$ cat config.mk
export PLATFORM = sky130hd
export DESIGN_NAME = vga_scanout_reader_flat
export DESIGN_NICKNAME = d
export VERILOG_FILES = /design/src/rtl/vga_scanout_reader_if.sv /design/src/rtl/vga_scanout_reader.sv /design/src/flat_wrapper.sv
export SDC_FILE = /design/constraint.sdc
export NUM_CORES = 1
export LEC_CHECK = 0
export ABC_AREA = 1
export CAP_MARGIN = 10
export CORE_MARGIN = 2
export CORE_UTILIZATION = 35
export DETAILED_ROUTE_END_ITERATION = 12
export PLACE_DENSITY = 0.56
export SYNTH_ARGS = -nofsm -noshare
export SYNTH_HDL_FRONTEND = slang
export SYNTH_SLANG_ARGS = --single-unit
$ cat constraint.sdc
create_clock -name CLOCK_25 -period 2.1 [get_ports CLOCK_25]
set_clock_uncertainty 0.1 [all_clocks]
set_input_delay 0.315 -clock CLOCK_25 [delete_from_list [all_inputs] [get_ports CLOCK_25]]
set_output_delay 0.315 -clock CLOCK_25 [all_outputs]
set_load 0.02 [all_outputs]
$ cat src/rtl/vga_scanout_reader_if.sv
// Frame-buffer read port: the scanout reader (master) drives address/strobe,
// the pixel RAM (slave) returns colour words a fixed latency later.
interface vga_scanout_reader_if #(
    parameter int unsigned ADDR_W = 15,
    parameter int unsigned DATA_W = 9
);
    logic [ADDR_W-1:0] mem_addr;
    logic              mem_rd_en;
    logic [DATA_W-1:0] mem_data;

    modport master (
        output mem_addr,
        output mem_rd_en,
        input  mem_data
    );

    modport slave (
        input  mem_addr,
        input  mem_rd_en,
        output mem_data
    );
endinterface

$ cat src/rtl/vga_scanout_reader.sv
// VGA scanout reader: 640x480 timing, 4x4-replicated frame-buffer reads and
// colour expansion to the DAC, with sync/blank delayed to match RAM latency.
module vga_scanout_reader #(
    parameter int unsigned H_ACTIVE                = 640,
    parameter int unsigned H_FP                    = 16,
    parameter int unsigned H_SYNC                  = 96,
    parameter int unsigned H_BP                    = 48,
    parameter int unsigned V_ACTIVE                = 480,
    parameter int unsigned V_FP                    = 10,
    parameter int unsigned V_SYNC                  = 2,
    parameter int unsigned V_BP                    = 33,
    parameter int unsigned SCALE_SHIFT             = 2,
    parameter int unsigned ADDR_W                  = 15,
    parameter int unsigned MEM_LATENCY             = 1,
    parameter int unsigned BITS_PER_COLOUR_CHANNEL = 3
) (
    input  logic                 CLOCK_25,
    input  logic                 resetn,
    vga_scanout_reader_if.master mem,
    output logic [9:0]           VGA_R,
    output logic [9:0]           VGA_G,
    output logic [9:0]           VGA_B,
    output logic                 VGA_HS,
    output logic                 VGA_VS,
    output logic                 VGA_BLANK,
    output logic                 VGA_SYNC,
    output logic [9:0]           x_coordinate,
    output logic [8:0]           y_coordinate,
    output logic                 image_on,
    output logic                 frame_start
);
    localparam int unsigned BPC       = BITS_PER_COLOUR_CHANNEL;
    localparam int unsigned H_TOTAL   = H_ACTIVE + H_FP + H_SYNC + H_BP;
    localparam int unsigned V_TOTAL   = V_ACTIVE + V_FP + V_SYNC + V_BP;
    localparam int unsigned H_W       = $clog2(H_TOTAL);
    localparam int unsigned V_W       = $clog2(V_TOTAL);
    localparam int unsigned PIPE      = MEM_LATENCY + 2;
    localparam int unsigned ROW_WORDS = H_ACTIVE >> SCALE_SHIFT;

    localparam logic [H_W-1:0] H_LAST   = H_W'(H_TOTAL - 1);
    localparam logic [H_W-1:0] H_ACT    = H_W'(H_ACTIVE);
    localparam logic [H_W-1:0] HS_START = H_W'(H_ACTIVE + H_FP);
    localparam logic [H_W-1:0] HS_END   = H_W'(H_ACTIVE + H_FP + H_SYNC);
    localparam logic [V_W-1:0] V_LAST   = V_W'(V_TOTAL - 1);
    localparam logic [V_W-1:0] V_ACT    = V_W'(V_ACTIVE);
    localparam logic [V_W-1:0] VS_START = V_W'(V_ACTIVE + V_FP);
    localparam logic [V_W-1:0] VS_END   = V_W'(V_ACTIVE + V_FP + V_SYNC);
    localparam logic [V_W-1:0] V_MASK   = V_W'((1 << SCALE_SHIFT) - 1);

    typedef enum logic {
        ST_IDLE,
        ST_RUN
    } state_e;

    typedef struct packed {
        logic hs;
        logic vs;
        logic blank;
    } sync_t;

    localparam sync_t SYNC_IDLE = '{hs: 1'b1, vs: 1'b1, blank: 1'b0};

    state_e              state_q, state_d;
    logic [H_W-1:0]      h_q, h_d;
    logic [V_W-1:0]      v_q, v_d;
    logic [ADDR_W-1:0]   row_base_q, row_base_d;
    logic [ADDR_W-1:0]   addr_q, addr_d;
    logic                rd_en_q, rd_en_d;
    logic                image_on_q, image_on_d;
    logic                frame_start_q, frame_start_d;
    sync_t [PIPE-1:0]    sync_q, sync_d;
    logic [9:0]          r_q, r_d;
    logic [9:0]          g_q, g_d;
    logic [9:0]          b_q, b_d;
    logic                active_c;

    // Repeat the channel bits MSB-first until all 10 DAC bits are filled.
    function automatic logic [9:0] expand(input logic [BPC-1:0] c);
        logic [9:0] o;
        o = '0;
        for (int unsigned i = 0; i < 10; i++) begin
            o[9-i] = c[BPC-1-(i % BPC)];
        end
        return o;
    endfunction

    assign active_c = (state_q == ST_RUN) && (h_q < H_ACT) && (v_q < V_ACT);

    // Scan counters and row base; first edge after reset parks the scan at (0,0).
    always_comb begin
        state_d       = state_q;
        h_d           = h_q;
        v_d           = v_q;
        row_base_d    = row_base_q;
        if (state_q == ST_IDLE) begin
            state_d    = ST_RUN;
            h_d        = '0;
            v_d        = '0;
            row_base_d = '0;
        end else if (h_q == H_LAST) begin
            h_d = '0;
            if ((v_q < V_ACT) && ((v_q & V_MASK) == V_MASK)) begin
                row_base_d = row_base_q + ADDR_W'(ROW_WORDS);
            end
            if (v_q == V_LAST) begin
                v_d        = '0;
                row_base_d = '0;
            end else begin
                v_d = v_q + V_W'(1);
            end
        end else begin
            h_d = h_q + H_W'(1);
        end
        image_on_d    = (h_d < H_ACT) && (v_d < V_ACT);
        frame_start_d = (h_d == '0) && (v_d == '0);
    end

    // Read address one cycle behind the counters; held outside the active area.
    always_comb begin
        rd_en_d = active_c;
        addr_d  = addr_q;
        if (active_c) begin
            addr_d = row_base_q + ADDR_W'(h_q >> SCALE_SHIFT);
        end
    end

    // Sync/blank delay line; colour stage sees the blank bit aligned with mem_data.
    always_comb begin
        sync_d = sync_q;
        if (state_q == ST_RUN) begin
            sync_d[0].hs    = !((h_q >= HS_START) && (h_q < HS_END));
            sync_d[0].vs    = !((v_q >= VS_START) && (v_q < VS_END));
            sync_d[0].blank = (h_q < H_ACT) && (v_q < V_ACT);
        end else begin
            sync_d[0] = SYNC_IDLE;
        end
        for (int unsigned k = 1; k < PIPE; k++) begin
            sync_d[k] = sync_q[k-1];
        end

        r_d = '0;
        g_d = '0;
        b_d = '0;
        if (sync_q[PIPE-2].blank) begin
            r_d = expand(mem.mem_data[3*BPC-1 -: BPC]);
            g_d = expand(mem.mem_data[2*BPC-1 -: BPC]);
            b_d = expand(mem.mem_data[BPC-1:0]);
        end
    end

    always_ff @(posedge CLOCK_25 or negedge resetn) begin
        if (!resetn) begin
            state_q       <= ST_IDLE;
            h_q           <= '0;
            v_q           <= '0;
            row_base_q    <= '0;
            addr_q        <= '0;
            rd_en_q       <= 1'b0;
            image_on_q    <= 1'b1;
            frame_start_q <= 1'b0;
            for (int unsigned k = 0; k < PIPE; k++) begin
                sync_q[k] <= SYNC_IDLE;
            end
            r_q           <= '0;
            g_q           <= '0;
            b_q           <= '0;
        end else begin
            state_q       <= state_d;
            h_q           <= h_d;
            v_q           <= v_d;
            row_base_q    <= row_base_d;
            addr_q        <= addr_d;
            rd_en_q       <= rd_en_d;
            image_on_q    <= image_on_d;
            frame_start_q <= frame_start_d;
            sync_q        <= sync_d;
            r_q           <= r_d;
            g_q           <= g_d;
            b_q           <= b_d;
        end
    end

    assign mem.mem_addr  = addr_q;
    assign mem.mem_rd_en = rd_en_q;
    assign VGA_R         = r_q;
    assign VGA_G         = g_q;
    assign VGA_B         = b_q;
    assign VGA_HS        = sync_q[PIPE-1].hs;
    assign VGA_VS        = sync_q[PIPE-1].vs;
    assign VGA_BLANK     = sync_q[PIPE-1].blank;
    assign VGA_SYNC      = 1'b0;
    assign x_coordinate  = 10'(h_q);
    assign y_coordinate  = 9'(v_q);
    assign image_on      = image_on_q;
    assign frame_start   = frame_start_q;
endmodule

$ cat src/flat_wrapper.sv
// flat-port wrapper written by rule: the top's interface ports become plain ports
module vga_scanout_reader_flat 
#(
    parameter int unsigned H_ACTIVE                = 640,
    parameter int unsigned H_FP                    = 16,
    parameter int unsigned H_SYNC                  = 96,
    parameter int unsigned H_BP                    = 48,
    parameter int unsigned V_ACTIVE                = 480,
    parameter int unsigned V_FP                    = 10,
    parameter int unsigned V_SYNC                  = 2,
    parameter int unsigned V_BP                    = 33,
    parameter int unsigned SCALE_SHIFT             = 2,
    parameter int unsigned ADDR_W                  = 15,
    parameter int unsigned MEM_LATENCY             = 1,
    parameter int unsigned BITS_PER_COLOUR_CHANNEL = 3
)
  (CLOCK_25, resetn, VGA_R, VGA_G, VGA_B, VGA_HS, VGA_VS, VGA_BLANK, VGA_SYNC, x_coordinate, y_coordinate, image_on, frame_start, mem_mem_addr, mem_mem_rd_en, mem_mem_data);
  vga_scanout_reader_if #(.ADDR_W(ADDR_W), .DATA_W(9)) mem_i ();
  input  logic CLOCK_25;
  input  logic resetn;
  output logic [9:0] VGA_R;
  output logic [9:0] VGA_G;
  output logic [9:0] VGA_B;
  output logic VGA_HS;
  output logic VGA_VS;
  output logic VGA_BLANK;
  output logic VGA_SYNC;
  output logic [9:0] x_coordinate;
  output logic [8:0] y_coordinate;
  output logic image_on;
  output logic frame_start;
  output wire logic [$bits(mem_i.mem_addr)-1:0] mem_mem_addr;
  output wire logic [$bits(mem_i.mem_rd_en)-1:0] mem_mem_rd_en;
  input wire logic [$bits(mem_i.mem_data)-1:0] mem_mem_data;
  assign mem_mem_addr = mem_i.mem_addr;
  assign mem_mem_rd_en = mem_i.mem_rd_en;
  assign mem_i.mem_data = mem_mem_data;
  vga_scanout_reader #(.H_ACTIVE(H_ACTIVE), .H_FP(H_FP), .H_SYNC(H_SYNC), .H_BP(H_BP), .V_ACTIVE(V_ACTIVE), .V_FP(V_FP), .V_SYNC(V_SYNC), .V_BP(V_BP), .SCALE_SHIFT(SCALE_SHIFT), .ADDR_W(ADDR_W), .MEM_LATENCY(MEM_LATENCY), .BITS_PER_COLOUR_CHANNEL(BITS_PER_COLOUR_CHANNEL)) u_core (.CLOCK_25(CLOCK_25), .resetn(resetn), .mem(mem_i), .VGA_R(VGA_R), .VGA_G(VGA_G), .VGA_B(VGA_B), .VGA_HS(VGA_HS), .VGA_VS(VGA_VS), .VGA_BLANK(VGA_BLANK), .VGA_SYNC(VGA_SYNC), .x_coordinate(x_coordinate), .y_coordinate(y_coordinate), .image_on(image_on), .frame_start(frame_start));
endmodule
==> summary.md <==
| Metric | Value |
|---|---|
| Synth cell types | 38 |
| GRT Util Overall | 0.165 |
| Final hold vios | 0 |
| Register area share after synthesis | 0.450 |
| #FFs+latches synth | 67 |
| RSZ-0062 raised after global routing | no |
| Critical Path Sink Type | output port |
| Critical Path End | x_coordinate[8] |
| Reg2reg end | u_core.frame_start |
| Post-Route WL | 9.05 mm |
| Final nets | 567 |
| Global-route congestion overflow total | 0 |
| Area of the mapped netlist | 3740 um^2 |
| Worst-path clk slew | 0.08 ns |
| Crit. path cell count | 2 |
| Root Buffer | clkbuf_8 |
| Layout area overhead | 26.9% |
| Bufs and invs on worst path | 2 |
| Worst EP required | 1.68 ns |
| R2R cell count | 11 |
| Worst-path fanout max | 6 |
| Cell count after synthesis | 486 |
| Post-synth EDFFs | 0 |
| Post-CTS Setup Bufs | 0 |
| DR vias | 3249 |
| Peak supply drop | 0.334 mV |
| Pin count of the biggest net entering global routing | 41 |
| Setup TNS | 0 ns |
| Share of the synthesized area in the top cell type | 0.401 |
| Worst Tran Pin Value | 0.490 ns |
| CTS Buf Count | 9 |
| Syn. warnings | 0 |
| Reg power frac | 0.476 |
| Worst skew pair latency | 0.36 ns |
| Io pins | 82 |
| GPL Wtd Cong | 0.908 |
| Synth Area per Inst | 7.71 um^2 |
| Met2 track demand over resource | 0.274 |
| Switching Share | 0.294 |
| Starting Density | 0.361 |
| DRC Markers | 0 |
| Cell taking the most area after synthesis | dfrtp_1 |
| Mapped Nets | 505 |
| Busiest metal layer after global routing | met2 |
| Routed len/inst | 13.1 um |
| 1st-iter DRT viols | 157 |
| TritonCTS clock tree | yes |
| Comb pwr share | 0.159 |
| Hold slack | 0.247 ns |
| FMAX | 0.506 GHz |
| CP startpoint | u_core.x_coordinate[8] |
| Met3 Use GR | 0.0393 |
| Final Max Tran Viols | 0 |
| Reg2reg start | u_core.x_coordinate[7] |
| Die Y-Extent | 107 um |
| Die area | 11500 um^2 |
| Internal | 2.13 mW |
| Initial antenna violation count | 0 |
| DP Wirelength | 6.85 mm |
| Critical Path Max Stage Delay | 0.62 ns |
| # clock sinks | 67 |
| # rows | 37 |
| Max Buffers Root-to-Sink | 2 |
| Vias in the first global route | 3213 |
| Initial DRT Pass Iterations | 5 |
| Outcome | finished, final reports clean |
| Post-route ant nets | 0 |
| Setup violations, final | 0 |
| Worst path slowest cell | clkdlybuf4s50_1 |
| Static leakage | 2.44 nW |
| Crit path time final | 1.98 ns |
| CP Launch Type | flip-flop |
| Final cycle utilization of the critical path | 0.941 |
| Hold/Removal Path Class | flip-flop to flip-flop |
| Cell family with most CP delay | buffers and inverters |
| Net Switching | 0.889 mW |
| Arrival time worst endpoint | 1.56 ns |
| Clock power frac | 0.365 |
| First-pass GRT wire length | 15.0 mm |
| Critical path cell sequence | buf_4 > clkdlybuf4s50_1 |
| CTS H-tree depth | 3 |
| Most used DFF post-synth | dfrtp_1 |
| IO Port Bufs | 80 |
| Synth area leaders | dfrtp_1 (40%), nand2_1 (12%), inv_1 (7.4%) |
| Max_slew headroom | 0.671 |
| Met1 usage | 0.206 |
| Pwr dens | 636 nW/um^2 |
| CP Class | flip-flop to output port |
| Die width | 107 um |
| Core box area | 10400 um^2 |
| Flop2flop setup slack | 0.22 ns |
| Routed vias/inst | 4.72 |
| # fillers | 1064 |
| Async SR Flop Fraction | 1.00 |
| Max-cap viol count | 0 |
| Layout cell share with drive strength beyond 1 | 0.0995 |
| Ant. Diodes | 0 |
[routing by layer]
layer	routed length, um	part of all wire
met3	676	0.075
met5	0	0
met2	4250	0.47
met4	159	0.018
met1	3970	0.44
[worst register-to-register path, stage by stage (launching register included)]
cell,delay (ns)
dfrtp_2,0.46
inv_1,0.13
nand2_1,0.07
nor2_2,0.18
nand3_4,0.14
nand2_4,0.12
inv_1,0.07
nand2_1,0.09
nand3_1,0.09
nor3_1,0.19
nand2_1,0.07
nor2_1,0.10
[state kept, by name, summed over array words and instances, names as in the netlist]
| signal | count |
|---|---|
| u_core.VGA_B | 3 |
| u_core.VGA_BLANK | 1 |
| u_core.VGA_G | 3 |
| u_core.VGA_HS | 1 |
| u_core.VGA_R | 3 |
| u_core.VGA_VS | 1 |
| u_core.frame_start | 1 |
| u_core.image_on | 1 |
| u_core.mem.mem_addr | 15 |
| u_core.mem.mem_rd_en | 1 |
| u_core.row_base_q | 10 |
| u_core.state_q | 1 |
| u_core.sync_d | 6 |
| u_core.v_q | 10 |
| u_core.x_coordinate | 10 |
[cells in the final DEF (no fill, tap or decap), types with 2 or more instances in the layout]
cell and count:
nand2_4 4, clkdlybuf4s50_1 79, a21oi_1 4, conb_1 2
o21ai_0 16, clkinvlp_4 3, buf_4 8, nor3b_2 2
inv_6 2, nand2_2 4, xor2_1 2, clkbuf_8 9
nor3_1 7, dfstp_2 7, nand4_1 10, inv_1 73
nand3_1 41, o31ai_1 3, nor2_1 59, dfrtp_1 57
nand2_1 123, xnor2_1 2, ha_1 8, dfrtp_2 3
nor4_1 5, buf_12 2
[cells by family (layout without fill, tap and decap cells)]
family / Yosys count / after routing / synth area share
and+or+nand+nor: 263 / 263 / 0.322
AOI/OAI and AO/OA: 28 / 28 / 0.0418
other: 2 / 2 / 0.00201
xor gates and xnor gates: 4 / 4 / 0.00936
adders and majority gates: 8 / 8 / 0.0267
buffers and inverters: 114 / 181 / 0.148
DFF: 67 / 67 / 0.450
[through the flow]
| step | cell area [um^2] | std cells | total power, mW | utilization | setup WS (ns) |
|---|---|---|---|---|---|
| 6_report | 4750 | 689 | 3.02 | 0.458 | 0.124 |
| 5_1_grt | 4750 | 689 | 3.18 | 0.458 | 0.00919 |
| 4_1_cts | 4740 | 689 | 3.06 | 0.457 | 0.0903 |
| 3_5_place_dp | 4530 | 672 | 1.95 | 0.437 | 0.0944 |
| 3_3_place_gp | 4530 | 672 | 1.94 | 0.437 | 0.119 |
| 2_1_floorplan | 3740 | 486 | 1.73 | - | 0.156 |
[synthesized netlist by cell type, types with 3 or more instances]
library cell    n
nand4_1        10
nand2_2         4
o31ai_1         3
buf_4          31
ha_1            8
nor4_1          5
dfstp_2         7
clkbuf_1        4
a21oi_1         4
nand3_1        41
nand2_4         3
nor2_1         59
o21ai_0        16
nand2_1       124
dfrtp_1        60
nor3_1          7
inv_1          74
[worst min-delay path by stage]
stage | startpoint | end | slack, ns | depth (start not counted)
final | u_core.sync_d[8] | u_core.VGA_HS | 0.25 | 0
after global routing | u_core.sync_d[8] | u_core.VGA_HS | 0.25 | 0
after CTS | u_core.sync_d[8] | u_core.VGA_HS | 0.25 | 0
after detailed placement | resetn | u_core.VGA_G[6] | 0.22 | 2
after global placement | resetn | u_core.VGA_R[6] | 0.22 | 2
after floorplan | resetn | u_core.VGA_BLANK | -0.08 | 0
[power by group through the flow]
| stage | Clock (mW) | Combinational (mW) | Sequential [mW] |
|---|---|---|---|
| floorplan | 0 | 0.233 | 1.50 |
| global placement | 0 | 0.479 | 1.46 |
| detailed placement | 0 | 0.482 | 1.47 |
| CTS | 1.14 | 0.485 | 1.44 |
| global route | 1.20 | 0.528 | 1.45 |
| finish | 1.10 | 0.480 | 1.44 |
[cell type report]
cell class                      instances  area [um^2]  share of cell area
Sequential cell                        67         1690               0.355
Clock inverter                          7         75.1              0.0158
Multi-Input combinational cell        305         1510               0.318
Timing Repair Buffer                   91          906               0.191
Tap cell                              136          170              0.0358
Inverter                               74          278              0.0584
Clock buffer                            9          124              0.0261
[what timing repair did]
action	4_1_cts	5_1_grt
endpoints found under the setup margin	0	9
gates resized for setup	0	6
hold buffers	1	0
endpoints found under the hold margin	60	0
Power figures use the tool's default switching activity.
